==> src/rtl/vram_arbiter.sv <==
`default_nettype none
// ============================================================================
// Module   : vram_arbiter
// Purpose  : Shares one synchronous-read cell RAM between fixed-priority video
//            scanout and a valid/ready host port. Optional macro
//            VRAM_ARB_VBLANK_ONLY_EN restricts host access to vertical blanking.
// Revision : 1.0 - initial release
// ============================================================================
module vram_arbiter #(
    parameter int COLS   = 80,
    parameter int ROWS   = 60,
    parameter int ADDR_W = 13,
    parameter int DATA_W = 9
) (
    input  logic              i_Clk,
    input  logic              i_Rst_L,
    input  logic [9:0]        i_HPos,
    input  logic [9:0]        i_VPos,
    input  logic              i_Visible,
    input  logic              i_HSync,
    input  logic              i_VSync,
    output logic              o_HSync,
    output logic              o_VSync,
    output logic [DATA_W-1:0] o_Color,
    input  logic              i_Host_Valid,
    input  logic              i_Host_Wr,
    input  logic [ADDR_W-1:0] i_Host_Addr,
    input  logic [DATA_W-1:0] i_Host_Wr_Data,
    output logic              o_Host_Ready,
    output logic              o_Host_Rd_Valid,
    output logic [DATA_W-1:0] o_Host_Rd_Data,
    output logic              o_Ram_En,
    output logic              o_Ram_We,
    output logic [ADDR_W-1:0] o_Ram_Addr,
    output logic [DATA_W-1:0] o_Ram_Wr_Data,
    input  logic [DATA_W-1:0] i_Ram_Rd_Data
);

    typedef enum logic [1:0] {
        GNT_NONE    = 2'd0,
        GNT_VIDEO   = 2'd1,
        GNT_HOST_RD = 2'd2,
        GNT_HOST_WR = 2'd3
    } grant_t;

    localparam logic [ADDR_W-1:0] c_NUM_CELLS = ADDR_W'(COLS * ROWS);

    grant_t              grant_q, grant_d;
    logic                rd_oor_q, rd_oor_d;
    logic [DATA_W-1:0]   cell_q, cell_d;
    logic [DATA_W-1:0]   rd_data_q, rd_data_d;
    logic [1:0]          vis_q, vis_d;
    logic [1:0]          hs_q, hs_d;
    logic [1:0]          vs_q, vs_d;

    logic                w_video_slot;
    logic                w_vblank_ok;
    logic                w_host_ready;
    logic                w_host_fire;
    logic                w_host_in_range;
    logic [ADDR_W-1:0]   w_row;
    logic [ADDR_W-1:0]   w_col;
    logic [ADDR_W-1:0]   w_video_addr;
    logic [DATA_W-1:0]   w_rd_data;
    logic                w_unused;

    assign w_unused = &{1'b0, i_VPos[9], i_VPos[2:0]};

    assign w_row        = ADDR_W'(i_VPos[8:3]);
    assign w_col        = ADDR_W'(i_HPos[9:3]);
    // Row stride of 80 cells built as 64 + 16 so no multiplier is needed.
    assign w_video_addr = (w_row << 6) + (w_row << 4) + w_col;

`ifdef VRAM_ARB_VBLANK_ONLY_EN
    assign w_vblank_ok = (i_VPos >= 10'd480);
`else
    assign w_vblank_ok = 1'b1;
`endif

    assign w_video_slot    = i_Visible && (i_HPos[2:0] == 3'd0);
    assign w_host_ready    = i_Rst_L && !w_video_slot && w_vblank_ok;
    assign w_host_fire     = i_Host_Valid && w_host_ready;
    assign w_host_in_range = (i_Host_Addr < c_NUM_CELLS);
    assign o_Host_Ready    = w_host_ready;

    always_comb begin : p_grant_next
        grant_d       = GNT_NONE;
        rd_oor_d      = rd_oor_q;
        o_Ram_En      = 1'b0;
        o_Ram_We      = 1'b0;
        o_Ram_Addr    = '0;
        o_Ram_Wr_Data = '0;
        if (i_Rst_L && w_video_slot) begin
            grant_d    = GNT_VIDEO;
            o_Ram_En   = 1'b1;
            o_Ram_Addr = w_video_addr;
        end else if (w_host_fire) begin
            o_Ram_Addr    = i_Host_Addr;
            o_Ram_Wr_Data = i_Host_Wr_Data;
            // Out-of-range accesses still take their grant cycle but never strobe the RAM.
            o_Ram_En      = w_host_in_range;
            if (i_Host_Wr) begin
                grant_d  = GNT_HOST_WR;
                o_Ram_We = w_host_in_range;
            end else begin
                grant_d  = GNT_HOST_RD;
                rd_oor_d = !w_host_in_range;
            end
        end
    end

    // Read data is forwarded in the completion cycle and captured to hold afterwards.
    assign o_Host_Rd_Valid = (grant_q == GNT_HOST_RD);
    assign w_rd_data       = o_Host_Rd_Valid ? (rd_oor_q ? '0 : i_Ram_Rd_Data) : rd_data_q;
    assign o_Host_Rd_Data  = w_rd_data;

    always_comb begin : p_pipe_next
        cell_d    = (grant_q == GNT_VIDEO) ? i_Ram_Rd_Data : cell_q;
        rd_data_d = w_rd_data;
        vis_d     = {vis_q[0], i_Visible};
        hs_d      = {hs_q[0], i_HSync};
        vs_d      = {vs_q[0], i_VSync};
    end

    always_ff @(posedge i_Clk or negedge i_Rst_L) begin : p_regs
        if (!i_Rst_L) begin
            grant_q   <= GNT_NONE;
            rd_oor_q  <= 1'b0;
            cell_q    <= '0;
            rd_data_q <= '0;
            vis_q     <= '0;
            hs_q      <= '0;
            vs_q      <= '0;
        end else begin
            grant_q   <= grant_d;
            rd_oor_q  <= rd_oor_d;
            cell_q    <= cell_d;
            rd_data_q <= rd_data_d;
            vis_q     <= vis_d;
            hs_q      <= hs_d;
            vs_q      <= vs_d;
        end
    end

    assign o_Color = vis_q[1] ? cell_q : '0;
    assign o_HSync = hs_q[1];
    assign o_VSync = vs_q[1];

endmodule
`default_nettype wire

==> config.mk <==
export PLATFORM = sky130hd
export DESIGN_NAME = vram_arbiter
export DESIGN_NICKNAME = d
export VERILOG_FILES = /design/src/rtl/vram_arbiter.sv
export SDC_FILE = /design/constraint.sdc
export NUM_CORES = 1
export LEC_CHECK = 0
export CELL_PAD_IN_SITES_DETAIL_PLACEMENT = 0
export CELL_PAD_IN_SITES_GLOBAL_PLACEMENT = 1
export CORE_ASPECT_RATIO = 1.5
export CORE_MARGIN = 4
export CORE_UTILIZATION = 26
export DETAILED_ROUTE_END_ITERATION = 6
export GPL_TIMING_DRIVEN = 0
export PLACE_DENSITY_LB_ADDON = 0.1
export SLEW_MARGIN = 0
export SYNTH_ARGS = -nofsm -noshare
export SYNTH_HDL_FRONTEND = slang
export SYNTH_SLANG_ARGS = --single-unit
export TNS_END_PERCENT = 50
==> constraint.sdc <==
create_clock -name i_Clk -period 3.6 [get_ports i_Clk]
set_input_delay 0.72 -clock i_Clk [delete_from_list [all_inputs] [get_ports i_Clk]]
set_output_delay 0.72 -clock i_Clk [all_outputs]
set_load 0.005 [all_outputs]
After elaboration in Yosys (flattened, before gate mapping)
Cells that the tools add are included.
- register bits: 27
- output and inout bits: 46
- add/subtract/negate cells: 2
- magnitude comparators: 1
- equality and inequality tests: 2
- multiplexer cells: 15
- bitwise logic cells: 2
- reduce and logical (&&, ||, !) cells: 8
- operators with widths (cell ; number):
    2-to-1 mux 9 bit ; 5
    2-to-1 mux 13 bit ; 2
    adder 12 x 10 -> 13 bit ; 1
    adder 13 x 7 -> 13 bit ; 1
    less-than comparator 13 bit, second input constant ; 1
    2-to-1 mux 1 bit ; 6
    logical AND 1 bit ; 4
    2-to-1 mux 2 bit ; 2
    logical NOT 3 bit ; 1
    AND reduction 3 bit ; 1
    equality test 2 x 1 -> 1 bit, second input constant ; 1
    equality test 2 bit, second input constant ; 1
    logical NOT 1 bit ; 2
    inverter 1 bit ; 2

Depth between registers and ports, before layout
- word-level depth: 7
- depth in mapped cells: 8
- mapped depth without buffers: 8

Worst setup path before layout
No wires, ideal clock.
- path kind: in2out
- from: in i_HPos[9]
- to: out o_Ram_Addr[11]
- data arrival time: 2.503 ns
- path slack: 0.377 ns
- cell stages on the path: 7
- path buffers: 0
- cell sequence: inv_1 fa_1 fa_1 nor2b_1 o2111ai_1 a31o_2 a32o_1
- word-level cells in the longest chain between the ends: 2
- RTL lines (what ; line ; text):
    start, declared ; 17 ; input logic [9:0] i_HPos,
    adder 13 x 7 -> 13 bit ; 72 ; assign w_video_addr = (w_row << 6) + (w_row << 4) + w_col;
    2-to-1 mux 13 bit ; 93 ; if (i_Rst_L && w_video_slot) begin
    end, declared ; 34 ; output logic [ADDR_W-1:0] o_Ram_Addr,
No other way between the ends.

Final worst setup path
- from: in i_HPos[9]
- to: out o_Ram_Addr[9]
The elaborated chain is that of the path after synthesis.

==> metrics.sh <==
TOP_LEVEL_PORTS=104
LAYOUT.FILLER_CELLS=611
PLACE_HPWL_UM=3960
MAPPEDNETLISTNETS=236
CTS_MADE_BUFFERS=3
YS_FF_LATCH=27
CTS_ROOT_BUFFER='clkbuf_8'
YOSYS.AREA_SHARE.SIMPLE=0.206
WORSTSETUPPATHTYPE='input port to output pin'
FINAL_COMMON_CELL='clkdlybuf4s50_1'
SYNTHCELLS=165
GRT_UTIL_ALL_LAYERS=0.126
POST_ROUTE_CELLS_DRIVE_ABOVE_1_SHARE=0.170
SYNTH_XOR_AREA_FRAC=0.0159
FINALHOLDVIOLCOUNT=0
STANDBY_LEAKAGE_POWER_nW=1.22
YS_DOMINANT_REG_CELL='dfrtp_1'
DESIGN.DIE.AREA_UM2=7710
DRT_PRE_ANTENNA_ITERS=3
REPORT.FINAL.SLEW_VIOL_COUNT=0
FINALCRITPERIODSHARE=0.979
FIN_WORST_SKEW_NS=0.00945
FINALSETUPTNS_NS=0
STD_CELL_ROWS=35
DIE_SPAN_IN_Y_UM=106
CTSHOLDBUFFERS=0
PLACE.PORT_BUFFERS=99
CTS_NUM_SINKS=27
TIMING.FMAX_MHz=284
WORST_EP_REQUIRED_TIME_NS=2.88
SLEW_HEADROOM=0.507
FINAL-SETUP-VIOL-COUNT=0
CP-STARTPOINT='i_HPos[9]'
CRITICAL_PATH.REG2REG.STARTPOINT='grant_q[1]$_DFF_PN0_'
HOLD_PATH.STARTPOINT='vs_q[0]$_DFF_PN0_'
SHARE_SEQ_OF_TOTAL_POWER=0.423
STATUS='finished clean'
ANTENNA_CELLS=0
FIRST_GLOBAL_VIAS=1773
POST_SYN_AREA_UM2=1650
SYNTHESIZED_AREA_PER_CELL_UM2=9.99
TIMING.MAX_CAP.VIOLATIONS=0
P_CLK_FRAC=0.189
TOTAL_POWER_uW=891
POST-ROUTE-CELL-AREA_UM2=2860
YOSYSWARNINGCOUNT=0
WORST_SLACK_NS=0.0739
DETAIL_ROUTE.WL_PER_CELL_UM=13.7
SYNTHTOLAYOUTAREAGROWTH_PCT=73.4
DRC_ERRORS=0
CRITICAL_PATH_PEAK_FANOUT=2
INITIAL_CORE_UTIL=0.267
ROUTED_WL_UM=4720
CTS.CLK_SLEW.WORST_PATHS_NS=0.08
MAX-CLOCK-PATH-BUFFERS=2
GLOBAL_ROUTE_WIRE_LENGTH_BEFORE_REPAIR_UM=7940
CTS-HTREE-LEVELS=1
NNETSFINAL=342
SYNTHADDERAREAFRAC=0.108
ARRIVAL_TIME_OF_THE_WORST_SETUP_PATH_NS=2.81
FIRST_ITER_VIOLATIONS=68
NUMBER_OF_NETS_STILL_FAILING_ANTENNA_CHECKS_AFTER_ROUTING=0
SYNTH_COMPOUND_AREA_FRAC=0.140
GRT_MAX_DEGREE=32
NET_SW_FRAC=0.267
CLOCK_TREE_FROM_TRITONCTS='done'
FP.DIEW_UM=73.0
FINAL_PERIOD_MINUS_WORST_SETUP_SLACK_NS=3.53
TIMING_WORST_SLEW_PIN_VALUE_NS=0.739
PLACE_CONGESTION=0.766
WORST_SETUP_PATH_START_KIND='input port'
POWER_SWITCHING_uW=238
GLOBAL_ROUTE.OVERFLOW_TOTAL=0
SETUP_REPAIR_AFTER_GLOBAL_ROUTING_MISSED_ITS_MARGIN='yes'
CRIT_PATH_END_KIND='output pin'
POWER.INTERNAL_uW=653
POWER.COMBINATIONAL.FRACTION=0.388
PLACED_AREA_UM2=2730
TIMING.HOLD.WORST.CLASS='flip-flop to flip-flop'
DR_TOTAL_VIAS=1547
SYNTH-EDFF-COUNT=0
POWER.DENSITY_nW_PER_UM2=312
MULTIPLEXER_SHARE_OF_THE_SYNTHESIZED_AREA=0.0683
SHARE_OF_SYNTHESIZED_AREA_OCCUPIED_BY_FLIP_FLOPS_AND_LATCHES=0.410
MOST-COMMON-LAYOUT-CELLS='84 x clkdlybuf4s50_1, 27 x dfrtp_1, 20 x and2_1'
SYNTH_TOP_FAMILY_BY_AREA='simple AND/OR/NAND/NOR gates'
DP_SLACK_NS=-0.624
ASYNC_RESET_FF_FRAC=1.00
PEAKVDDDROP_V=0.000130
POST_DRT_VIA_CELL_RATIO=4.50
SYNTH_CELL_TYPES=33
DESIGN.CORE.AREA_UM2=6170
CLKLATENCYLATEPIN_NS=0.27
INITIAL_ANTENNA_VIOLATION_COUNT=0
registers in the layout (all words and copies together), names as in the netlist:
register,count
grant_q,2
hs_q,2
rd_oor_q,1
vs_q,2
rd_data_q,9
cell_q,9
vis_q,2
cells by family (layout without fill, tap and decap cells):
logic type,Yosys count,count (layout)
buf+inv,19,124
xor+xnor,3,3
fa+ha+maj,13,13
compound gates,33,33
mux,10,10
simple gates,60,60
flops,27,27
path summary, 6_finish.rpt:
path	slack (ns)	depth (start not counted)	endpoint
min in group asynchronous	0.60	1	cell_q[7]$_DFFE_PN0N_
max in group asynchronous	2.53	1	rd_data_q[7]$_DFF_PN0_
worst max register to register	2.07	5	rd_data_q[2]$_DFF_PN0_
worst max-delay path	0.07	10	o_Ram_Addr[9]
worst min register to register	0.36	0	vs_q[1]$_DFF_PN0_
worst min-delay path	0.36	0	vs_q[1]$_DFF_PN0_
synthesized netlist by cell type (3+ instances only):
master     n  share of area
inv_1     12          0.027
nor2b_1    3          0.011
dfrtp_1   27           0.41
nand2_1   17          0.039
nand2b_1  10          0.038
a22o_1     7          0.037
and2_1    20          0.076
o21ai_0   14          0.042
clkbuf_1   3         0.0068
ha_1      11          0.083
mux2_2    10          0.068
routing by layer:
layer,vias up,global-route usage,part of all wire
met4,0,0.0356,0.0055
met2,65,0.236,0.52
met3,2,0.0429,0.10
met5,-,0,0
li1,776,-,-
met1,704,0.128,0.37
power groups by stage:
stage	clock (mW)	combinational, mW	sequential (mW)
finish	0.169	0.345	0.377
global route	0.193	0.388	0.385
CTS	0.179	0.347	0.378
detailed placement	0	0.335	0.385
global placement	0	0.336	0.382
floorplan	0	0.143	0.375
cell type report:
class | count | area (um^2) | share of cell area
clock buffer | 3 | 41.3 | 0.0144
timing repair buffer | 101 | 990 | 0.346
buffer | 6 | 38.8 | 0.0136
sequential | 27 | 676 | 0.236
multi-input combinational | 119 | 965 | 0.337
tap | 74 | 92.6 | 0.0324
inverter | 13 | 48.8 | 0.0171
clock inverter | 1 | 7.51 | 0.00263
metrics by stage:
step / std cells / utilization / hold slack (ns)
floorplan: 165 / - / 0.331
global placement: 338 / 0.443 / 0.332
detailed placement: 338 / 0.443 / 0.342
CTS: 344 / 0.456 / 0.365
global route: 344 / 0.463 / 0.373
finish: 344 / 0.463 / 0.359
what timing repair did:
| item | CTS | global route |
|---|---|---|
| pin swaps | 12 | 4 |
| setup buffers | 2 | 0 |
| gates resized for setup | 35 | 14 |
| setup endpoints to repair | 25 | 2 |
worst max-delay path: stages:
cell           delay (ns)
dlygate4sd2_1        0.20
inv_2                0.04
fa_2                 0.59
fa_2                 0.22
nor2b_2              0.05
buf_4                0.12
o21a_1               0.16
or3_1                0.34
a32o_1               0.25
clkbuf_2             0.11
Note: power is estimated with default switching activity, not from simulation.
